**src/rtl/clk_set_ctrl.sv**
```systemverilog
// -----------------------------------------------------------------------------
// clk_set_ctrl
//
// Purpose:
//   This controller turns three debounced key pulses into the set interface
//   of a time-of-day counter datapath. It keeps a shadow copy of the six BCD
//   digits so that every write it issues is a legal time value. The hour
//   value is limited to 23. It also drives a one-hot blink mask, so the
//   display can flash the digit under edit.
//
// Ports:
//   clk          in   system clock (single domain)
//   rst          in   synchronous, active-high reset
//   key_mode     in   one-cycle pulse: enter / leave set mode
//   key_shift    in   one-cycle pulse: advance edit position (5 wraps to 0)
//   key_inc      in   one-cycle pulse: increment the selected digit
//   work_en      out  1 = datapath counts, 0 = datapath accepts settings
//   set_pos      out  digit index 0=s_l 1=s_h 2=m_l 3=m_h 4=h_l 5=h_h
//   set_data     out  BCD value for set_pos, valid while set_flag=1
//   set_flag     out  one-cycle write strobe
//   digit_blank  out  one-hot blank mask, bit i blanks digit i
//
// Key handshake: keys are single-cycle pulses with no back-pressure. A key is
// acted on only in RUN (key_mode) or SET_IDLE (all keys, priority
// mode > shift > inc). Pulses that arrive in any other state are dropped.
//
// All outputs come from flops. Each next value is computed from the
// next-state decision, so outputs line up with the state they describe.
// -----------------------------------------------------------------------------
module clk_set_ctrl #(
  parameter logic [29:0] TIMEOUT_MAX = 30'd499_999_999,
  parameter logic [23:0] BLINK_MAX   = 24'd12_499_999
) (
  input  logic       clk,
  input  logic       rst,
  input  logic       key_mode,
  input  logic       key_shift,
  input  logic       key_inc,
  output logic       work_en,
  output logic [2:0] set_pos,
  output logic [3:0] set_data,
  output logic       set_flag,
  output logic [5:0] digit_blank
);

  typedef enum logic [2:0] {
    ST_RUN      = 3'd0,
    ST_SET_IDLE = 3'd1,
    ST_WR_DIGIT = 3'd2,
    ST_WR_CLAMP = 3'd3,
    ST_EXIT1    = 3'd4,
    ST_EXIT2    = 3'd5
  } state_t;

  state_t      state_q, state_d;
  logic        work_en_q, work_en_d;
  logic [2:0]  set_pos_q, set_pos_d;
  logic [3:0]  set_data_q, set_data_d;
  logic        set_flag_q, set_flag_d;
  logic [5:0]  digit_blank_q, digit_blank_d;
  logic [3:0]  dig_q [6];
  logic [3:0]  dig_d [6];
  logic [29:0] tmo_q, tmo_d;
  logic [23:0] blink_cnt_q, blink_cnt_d;
  logic        phase_q, phase_d;

  // Selected digit, its wrap limit and its incremented value.
  logic [3:0]  cur_digit;
  logic [3:0]  cur_limit;
  logic [3:0]  inc_val;

  always_comb begin
    cur_digit = dig_q[0];
    cur_limit = 4'd9;
    case (set_pos_q)
      3'd0: begin cur_digit = dig_q[0]; cur_limit = 4'd9; end
      3'd1: begin cur_digit = dig_q[1]; cur_limit = 4'd5; end
      3'd2: begin cur_digit = dig_q[2]; cur_limit = 4'd9; end
      3'd3: begin cur_digit = dig_q[3]; cur_limit = 4'd5; end
      // Hours low digit: 0-9 below 20h, 0-3 from 20h on.
      3'd4: begin
        cur_digit = dig_q[4];
        cur_limit = (dig_q[5] < 4'd2) ? 4'd9 : 4'd3;
      end
      3'd5: begin cur_digit = dig_q[5]; cur_limit = 4'd2; end
      default: begin cur_digit = dig_q[0]; cur_limit = 4'd9; end
    endcase
    // Use >= so that any out-of-range value also wraps to 0.
    inc_val = (cur_digit >= cur_limit) ? 4'd0 : cur_digit + 4'd1;
  end

  // Next-state and registered-output logic.
  always_comb begin
    state_d    = state_q;
    work_en_d  = work_en_q;
    set_pos_d  = set_pos_q;
    set_data_d = set_data_q;
    set_flag_d = 1'b0;
    tmo_d      = '0;
    for (int i = 0; i < 6; i++) dig_d[i] = dig_q[i];

    case (state_q)
      ST_RUN: begin
        work_en_d = 1'b1;
        if (key_mode) begin
          // The datapath clears its own digits on the work_en falling edge.
          // The shadow copy is cleared here so that both copies agree.
          state_d   = ST_SET_IDLE;
          work_en_d = 1'b0;
          set_pos_d = 3'd0;
          for (int i = 0; i < 6; i++) dig_d[i] = 4'd0;
        end
      end

      ST_SET_IDLE: begin
        work_en_d = 1'b0;
        if (key_mode) begin
          state_d = ST_EXIT1;
        end else if (key_shift) begin
          set_pos_d = (set_pos_q == 3'd5) ? 3'd0 : set_pos_q + 3'd1;
        end else if (key_inc) begin
          for (int i = 0; i < 6; i++) begin
            if (set_pos_q == 3'(i)) dig_d[i] = inc_val;
          end
          set_flag_d = 1'b1;
          set_data_d = inc_val;
          state_d    = ST_WR_DIGIT;
        end else if (tmo_q == TIMEOUT_MAX) begin
          state_d = ST_EXIT1;
        end else begin
          tmo_d = tmo_q + 30'd1;
        end
      end

      ST_WR_DIGIT: begin
        // Raising hours-high to 2 can leave an illegal hour such as 27.
        // In that case, issue a second write that forces hours-low to 3.
        if ((set_pos_q == 3'd5) && (dig_q[5] == 4'd2) && (dig_q[4] > 4'd3)) begin
          dig_d[4]   = 4'd3;
          set_flag_d = 1'b1;
          set_pos_d  = 3'd4;
          set_data_d = 4'd3;
          state_d    = ST_WR_CLAMP;
        end else begin
          state_d = ST_SET_IDLE;
        end
      end

      ST_WR_CLAMP: begin
        set_pos_d = 3'd5;
        state_d   = ST_SET_IDLE;
      end

      // Two extra cycles with work_en low let the datapath finish its
      // one-cycle-delayed load before it resumes counting.
      ST_EXIT1: begin
        work_en_d = 1'b0;
        state_d   = ST_EXIT2;
      end

      ST_EXIT2: begin
        work_en_d = 1'b1;
        state_d   = ST_RUN;
      end

      default: begin
        work_en_d = 1'b1;
        state_d   = ST_RUN;
      end
    endcase
  end

  // Blink timing. Both the counter and the phase stay at zero in RUN and on
  // the entry edge, so the first toggle always comes BLINK_MAX+1 cycles
  // after set mode is entered.
  always_comb begin
    blink_cnt_d   = '0;
    phase_d       = 1'b0;
    digit_blank_d = 6'b000000;
    if ((state_q != ST_RUN) && (state_d != ST_RUN)) begin
      if (blink_cnt_q == BLINK_MAX) begin
        blink_cnt_d = '0;
        phase_d     = ~phase_q;
      end else begin
        blink_cnt_d = blink_cnt_q + 24'd1;
        phase_d     = phase_q;
      end
    end
    if (phase_d && (state_d != ST_RUN)) digit_blank_d = 6'b000001 << set_pos_d;
  end

  always_ff @(posedge clk) begin
    if (rst) begin
      state_q       <= ST_RUN;
      work_en_q     <= 1'b1;
      set_pos_q     <= 3'd0;
      set_data_q    <= 4'd0;
      set_flag_q    <= 1'b0;
      digit_blank_q <= 6'b000000;
      tmo_q         <= '0;
      blink_cnt_q   <= '0;
      phase_q       <= 1'b0;
      for (int i = 0; i < 6; i++) dig_q[i] <= 4'd0;
    end else begin
      state_q       <= state_d;
      work_en_q     <= work_en_d;
      set_pos_q     <= set_pos_d;
      set_data_q    <= set_data_d;
      set_flag_q    <= set_flag_d;
      digit_blank_q <= digit_blank_d;
      tmo_q         <= tmo_d;
      blink_cnt_q   <= blink_cnt_d;
      phase_q       <= phase_d;
      for (int i = 0; i < 6; i++) dig_q[i] <= dig_d[i];
    end
  end

  assign work_en     = work_en_q;
  assign set_pos     = set_pos_q;
  assign set_data    = set_data_q;
  assign set_flag    = set_flag_q;
  assign digit_blank = digit_blank_q;

endmodule

```
**config.mk**
```make
export PLATFORM = sky130hd
export DESIGN_NAME = clk_set_ctrl
export DESIGN_NICKNAME = d
export VERILOG_FILES = /design/src/rtl/clk_set_ctrl.sv
export SDC_FILE = /design/constraint.sdc
export NUM_CORES = 1
export LEC_CHECK = 0
export BUFFER_PORTS_ARGS = -buffer_cell sky130_fd_sc_hd__buf_2
export CAP_MARGIN = 5
export CORE_MARGIN = 1.5
export CORE_UTILIZATION = 50
export DETAILED_ROUTE_END_ITERATION = 8
export PLACE_DENSITY = 0.7
export SYNTH_ARGS = -nofsm -noshare
export SYNTH_HDL_FRONTEND = slang
export SYNTH_SLANG_ARGS = --single-unit
```
**constraint.sdc**
```tcl
create_clock -name clk -period 5.45 [get_ports clk]
set_input_delay 1.3625 -clock clk [delete_from_list [all_inputs] [get_ports clk]]
set_output_delay 1.3625 -clock clk [all_outputs]
set_load 0.01 [all_outputs]
```
==> impl_results.md, run 1 <==
- Worst Setup End Kind: register
- Remaining antenna violation count: 0
- Synth Warn #: 0
- Clk_skew: 0.01160 ns
- Synth top area cells: dfxtp_1 40%, nor2_1 7.4%, xor2_1 5.6%, xnor2_1 4.1%, mux2i_1 3.1%
- Leak: 1.799 nW
- DR iter-0 viols: approximately 250
- CTS tree: yes
- R2r worst-path depth: 12
- Clk sinks: 97
- CP max FO: 31
- Routed via count: 3828
- Max Cap Viol: 0
- Setup TNS: 0 ns
- Most common library cell in the layout ignoring fill and taps: dfxtp_1
- Worst Hold Margin: 0.4748 ns
- Endpoints failing hold: 0
- Setup Fix Bufs, Post-CTS: 0
- Clock-pin slew on the worst setup and hold paths: ~0.09 ns
- Register area share after synthesis: around two fifths
- Gr usage total: 20.42%
- Most used flip-flop cell after synthesis: dfxtp_1
- Critical Path RT: 5.73 ns
- Post-synth EDFFs: 0
- CP arrival: 4.18 ns
- Maximum root-to-sink buffer count: 2
- Final setup vio count: 0
- Relative slew slack: 38.24%
- CTS Buf Count: 9
- Synthesized area: slightly below 5000 µm²
- Detailed-route vias per instance: 5.445
- # fillers: between 800 and 900
- Die Height: 101.5 µm
- Crit path kind: register to register
- Syn nets: 576
- DRT Wirelength: 9920 µm
- Number of global-route vias before repair: ~3500
- Tmin final: about 4 ns
- Hold WC Path Type: register to register
- Placed wire-length estimate: around 7000 µm
- Synthesized flop and latch total: 97
- Pwr/cell area: ~280 nW/µm²
- Netlist cell types: 62
- Status: complete, no violations
- WL per Instance: 14.11 µm
- Fmax: 0.2563 GHz
- Most frequent cells in the layout: 97 x dfxtp_1, 96 x nor2_1, 38 x nand2_1
- Row count: 35
- Count of input and output buffers: 19
- First-pass DRT Iterations: 4
- IO Pins: 20
- Root Driver: clkbuf_8
- Synth top area share: about two fifths
- RSZ-0062 raised after global routing: no
- Nets: between 500 and 600
- Initial core utilization: 52.05%
- Fraction of registers with async set/reset: 0%
- Clock Latency Late Sink: 0.36 ns
- Slew @ Worst Pin: about 0.93 ns
- Slew Limit Fails: 0
- Drc violations: 0
- Initial antenna violation count: 0
- Number of H-tree levels: 3
- First-pass GRT wire length: 16660 µm
- GPL Wtd Cong: ~0.93
- P&R area growth vs syn: 8.015%
- Final Cycle Share: 71.60%
- Ant diodes: 0
- Cts hold-fix bufs: 0
- Leading area contributor after synthesis: dfxtp_1
- Largest net degree at the start of global routing: 40
- CP Launch Type: register
- Synthesized instance count: 563
- Die width: roughly 100 µm
- CORE AREA: ~9300 µm²
- Post-CTS resize count: 0
- GR Overflow Total: 0
- Maximum vdd drop: ~0.14 mV
- Syn Area/Cell: 8.623 µm²
- Hold Path Stages: 1
- Share of cells above drive strength 1: 9.408%
- Die area: 10310 µm²
-- cell type report --
type / count / area [µm²] / share of cell area [%]
Clock buffer: 10 / 137.6 / 2.625
Clock inverter: 5 / 127.6 / 2.434
Inverter: 12 / 45.04 / 0.8590
Multi-Input combinational cell: 430 / 2728 / 52.02
Sequential cell: 97 / 1942 / 37.03
Tap cell: 129 / 161.4 / 3.078
Timing Repair Buffer: 20 / 102.6 / 1.957
-- path summary, 6_finish.rpt --
| kind | start | end | slack [ns] |
|---|---|---|---|
| worst max-delay path | set_pos[0] | dig_q[4][0] | 1.55 |
| worst max register to register | set_pos[0] | dig_q[4][0] | 1.55 |
| worst min-delay path | blink_cnt_q[0] | blink_cnt_q[0] | 0.47 |
| worst min register to register | blink_cnt_q[0] | blink_cnt_q[0] | 0.47 |
-- per-layer routing --
layer | part of all wire, % | up-vias | global-route usage (%)
met5 | 0 | - | 0
met4 | 1.1 | 0 | 5.769
met3 | 4.1 | 8 | 4.831
met2 | 47 | 70 | 33.49
met1 | 48 | 1775 | 26.88
li1 | - | 1975 | -
-- cell families (layout without fill, tap and decap cells) --
| family | count (synthesis) | in the layout | synth area share [%] |
|---|---|---|---|
| mux | 19 | 19 | 4.252 |
| compound gates | 73 | 73 | 10.70 |
| buf+inv | 36 | 47 | 3.814 |
| flops | 97 | 97 | 40.00 |
| simple gates | 276 | 276 | 29.43 |
| fa+ha+maj | 8 | 8 | 2.062 |
| xor+xnor | 54 | 54 | 9.742 |
-- worst max-delay path, cell delays in order (launching register included) --
cell	delay (ns)
dfxtp_1	0.94
and2_1	0.23
ha_1	0.45
or2_2	0.21
a21oi_1	0.06
o31ai_1	0.35
a2bb2oi_1	0.16
ha_1	0.32
a21oi_1	0.12
o21a_1	0.24
nor2b_1	0.33
a22oi_1	0.14
a211oi_1	0.26
-- where the power goes --
group | internal, mW | leakage (nW) | switching [mW]
clock | 0.361 | 0.129 | 0.245
sequential | 0.719 | 0.783 | 0.0185
combinational | 0.0530 | 0.887 | 0.0779
-- cells in the mapped netlist (4+ instances only) --
cell type and n:
xnor2_1 23, a211oi_1 5, nor2b_1 12, nor3_1 8, and4_1 5, xor2_1 31
a21o_1 4, nor2_1 96, nand3_1 28, ha_1 8, nor4_1 8, clkbuf_1 11
mux2i_1 15, and2_1 5, inv_1 12, a31oi_1 4, nand3b_1 10, nand2_1 38
a22oi_1 4, or3_1 6, buf_4 9, and3_1 11, dfxtp_1 97, o21ai_0 16
a21oi_1 16, nand2b_1 20, nand4_1 12
-- sequential cells by signal, summed over array words and instances, names as in the netlist --
register	count
state_q	3
digit_blank	6
set_pos	3
tmo_q	30
work_en	1
set_flag	1
phase_q	1
set_data	4
dig_q	24
blink_cnt_q	24
-- stage by stage --
stage               cell area (µm²)  instances  utilization, %  power, mW  setup slack (ns)
finish                         5244        703           56.22      1.475             1.548
global route                   5244        703           56.22      1.525             1.191
CTS                            5244        703           56.22      1.484             1.587
detailed placement             4979        688           53.37     0.8838             1.623
global placement               4979        688           53.37     0.8812             1.810
floorplan                      4855        563               -     0.8567             2.102
(Power assumes the default switching activity.)
==> run 2, diff against run 1 <==
- clock period: 5.45 -> 3.8 ns (I/O delays scaled with it)
==> run 2 against run 1 <==
Clock power grew 35%. Clock-buffer cell count is the same. Fmax grew 14%. Total power grew 40%. Final cell count grew 0.85%. Critical path type unchanged. Largest cell class unchanged.
==> impl_results.md, run 2 (same netlist as run 1, synthesis figures left out) <==
- CTS Buf Count: 9 (unchanged)
- CP max FO: 16 (-48%)
- CP arrival: 3.71 ns (-0.47 ns)
- Final Cycle Share: 90.05% (+18 points)
- Top reg by flops: tmo_q
- CORE AREA: 9328 µm² (unchanged)
- Clock-pin slew on the worst setup and hold paths: 0.09 ns (about the same)
- Maximum root-to-sink buffer count: 2 (unchanged)
- Pwr/cell area: 393.2 nW/µm² (+40%)
- Largest net degree at the start of global routing: 40 (unchanged)
- Root Driver: clkbuf_8
- Hold WC Path Type: register to register
- P&R area growth vs syn: 8.557%
- Clock power frac: 39.6% (-1.5 points)
- Detailed-route vias per instance: 5.458 (+0.24%)
- Number of global-route vias before repair: 3657 (+5.1%)
- Row count: 35 (unchanged)
- Ant diodes: 0 (unchanged)
- Largest register FFs: 30 (unchanged)
- Leak: 1.824 nW (+1.4%)
- IO Pins: 20 (unchanged)
- Relative slew slack: 45.71% (+7.5 points)
- GPL Wtd Cong: 0.8837 (-5.0%)
- Drc violations: 0 (unchanged)
- NetSw: 0.5018 mW (+47%)
- Final instance area: 5270 µm² (+0.50%)
- Initial core utilization: 52.05% (unchanged)
- Internal power: 1.570 mW (+39%)
- Initial antenna violation count: 0 (unchanged)
- Hold path start: tmo_q[0]
- Final setup vio count: 0 (unchanged)
- Tmin final: 3.422 ns (-0.4803 ns)
- FF+latch area: 1942 µm² (unchanged)
- Gr usage total: 21.02% (+0.60 points)
- Placed wire-length estimate: 7137 µm (+1.5%)
- Count of input and output buffers: 19 (unchanged)
- # fillers: 889 (+7.1%)
- Switching Fraction: 24.22% (+1.0 points)
- Slew @ Worst Pin: 0.7938 ns (-0.1313 ns)
- Die Height: 101.5 µm (unchanged)
- Critical Path RT: 4.09 ns (-1.64 ns)
- Clock Latency Late Sink: 0.37 ns (about the same)
- Routed via count: 3870 (+1.1%)
- Die area: 10310 µm² (unchanged)
- Setup ws final: 0.3779 ns (-1.170 ns)
- CTS tree: yes
- First-pass DRT Iterations: 5 (+1)
- Clk_skew: 0.008769 ns (-0.002833 ns)
- Fmax: 0.2922 GHz (+14%)
- Sequential Power Share: 50.8% (+0.8 points)
- Share of cells above drive strength 1: 10.34% (+0.94 points)
- First-pass GRT wire length: 17200 µm (+3.3%)
- Most frequent cells in the layout: 97 x dfxtp_1, 96 x nor2_1, 38 x nand2_1
- Setup TNS: 0 ns (unchanged)
- Logic pwr share: 9.6% (+0.7 points)
- Die width: 101.5 µm (unchanged)
- Multi-input logic area: 2728 µm² (unchanged)
- Status: complete, no violations
- Number of H-tree levels: 3 (unchanged)
- Worst Setup End Kind: register
- Remaining antenna violation count: 0 (unchanged)
- Endpoints failing hold: 0 (unchanged)
- Crit path kind: register to register
- Placed Instance Area: 5009 µm² (+0.60%)
- Setup Fix Bufs, Post-CTS: 0 (unchanged)
- GR Overflow Total: 0 (unchanged)
- DP Worst Slack: 0.4939 ns (-1.129 ns)
- Most common library cell in the layout ignoring fill and taps: dfxtp_1
- DRT Wirelength: 9964 µm (+0.44%)
- Crit. Startpoint: set_pos[2]
- Clk sinks: 97 (unchanged)
- Reg2reg start: set_pos[2]
- Post-layout util: 56.50% (+0.28 points)
- RSZ-0062 raised after global routing: no
- Max Cap Viol: 0 (unchanged)
- CP Launch Type: register
- Maximum vdd drop: 0.2542 mV (+76%)
- DR iter-0 viols: 188 (-23%)
- Post-CTS resize count: 0 (unchanged)
- Nets: 588 (+0.86%)
- Slew Limit Fails: 0 (unchanged)
- Cts hold-fix bufs: 0 (unchanged)
- Top Registers: tmo_q: 30 flops, blink_cnt_q: 24 flops, dig_q: 24 flops
- WL per Instance: 14.05 µm (-0.41%)
[run 2: changes by cell type in the layout (fill, tap and decap cells not counted)]
cell	change
buf_4	+4
buf_6	+1
clkinv_2	+1
bufinv_16	-1
clkinvlp_4	-1
inv_6	+2
[run 2: critical path, stage by stage, from the launching register on]
cell       delay [ns]
dfxtp_1          0.41
inv_1            0.15
ha_1             0.50
or2_2            0.22
a21oi_1          0.06
o31ai_1          0.40
a2bb2oi_1        0.17
ha_1             0.33
a21oi_1          0.12
o21a_1           0.25
nor2b_1          0.30
nand2_1          0.19
mux2i_1          0.22
[run 2: cell type report]
type	instances	area share (%)
timing repair buffer	25	2.730
clock buffer	10	2.612
multi-input combinational	430	51.76
inverter	12	0.8547
tap	129	3.063
sequential	97	36.85
clock inverter	6	2.137
[run 2: through the flow]
stage	hold WS, ns	power (mW)	cells
2_1_floorplan	0.4298	1.229	563
3_3_place_gp	0.4422	1.265	692
5_1_grt	0.5023	2.162	709
3_5_place_dp	0.4512	1.270	692
4_1_cts	0.4745	2.098	708
6_report	0.4645	2.072	709
[run 2: power by group through the flow]
stage               Clock (mW)  Sequential, mW  Combinational [mW]
floorplan                    0            1.06               0.165
global placement             0            1.08               0.190
detailed placement           0            1.08               0.194
CTS                      0.851            1.05               0.195
global route             0.887            1.06               0.219
finish                   0.821            1.05               0.198
[run 2: path summary, 6_finish.rpt]
path / slack, ns / to / depth (start not counted)
hold / removal: 0.46 / tmo_q[0] / 1
hold reg to reg: 0.46 / tmo_q[0] / 1
setup / recovery: 0.38 / dig_q[2][0] / 12
setup reg to reg: 0.38 / dig_q[2][0] / 12
[run 2: per-layer routing]
layer | up-vias | global-route usage [%] | share of wire [%]
met5 | - | 0 | 0
met4 | 0 | 8.761 | 2.5
met3 | 20 | 5.176 | 4.3
met2 | 79 | 33.18 | 46
li1 | 1972 | - | -
met1 | 1799 | 27.50 | 47
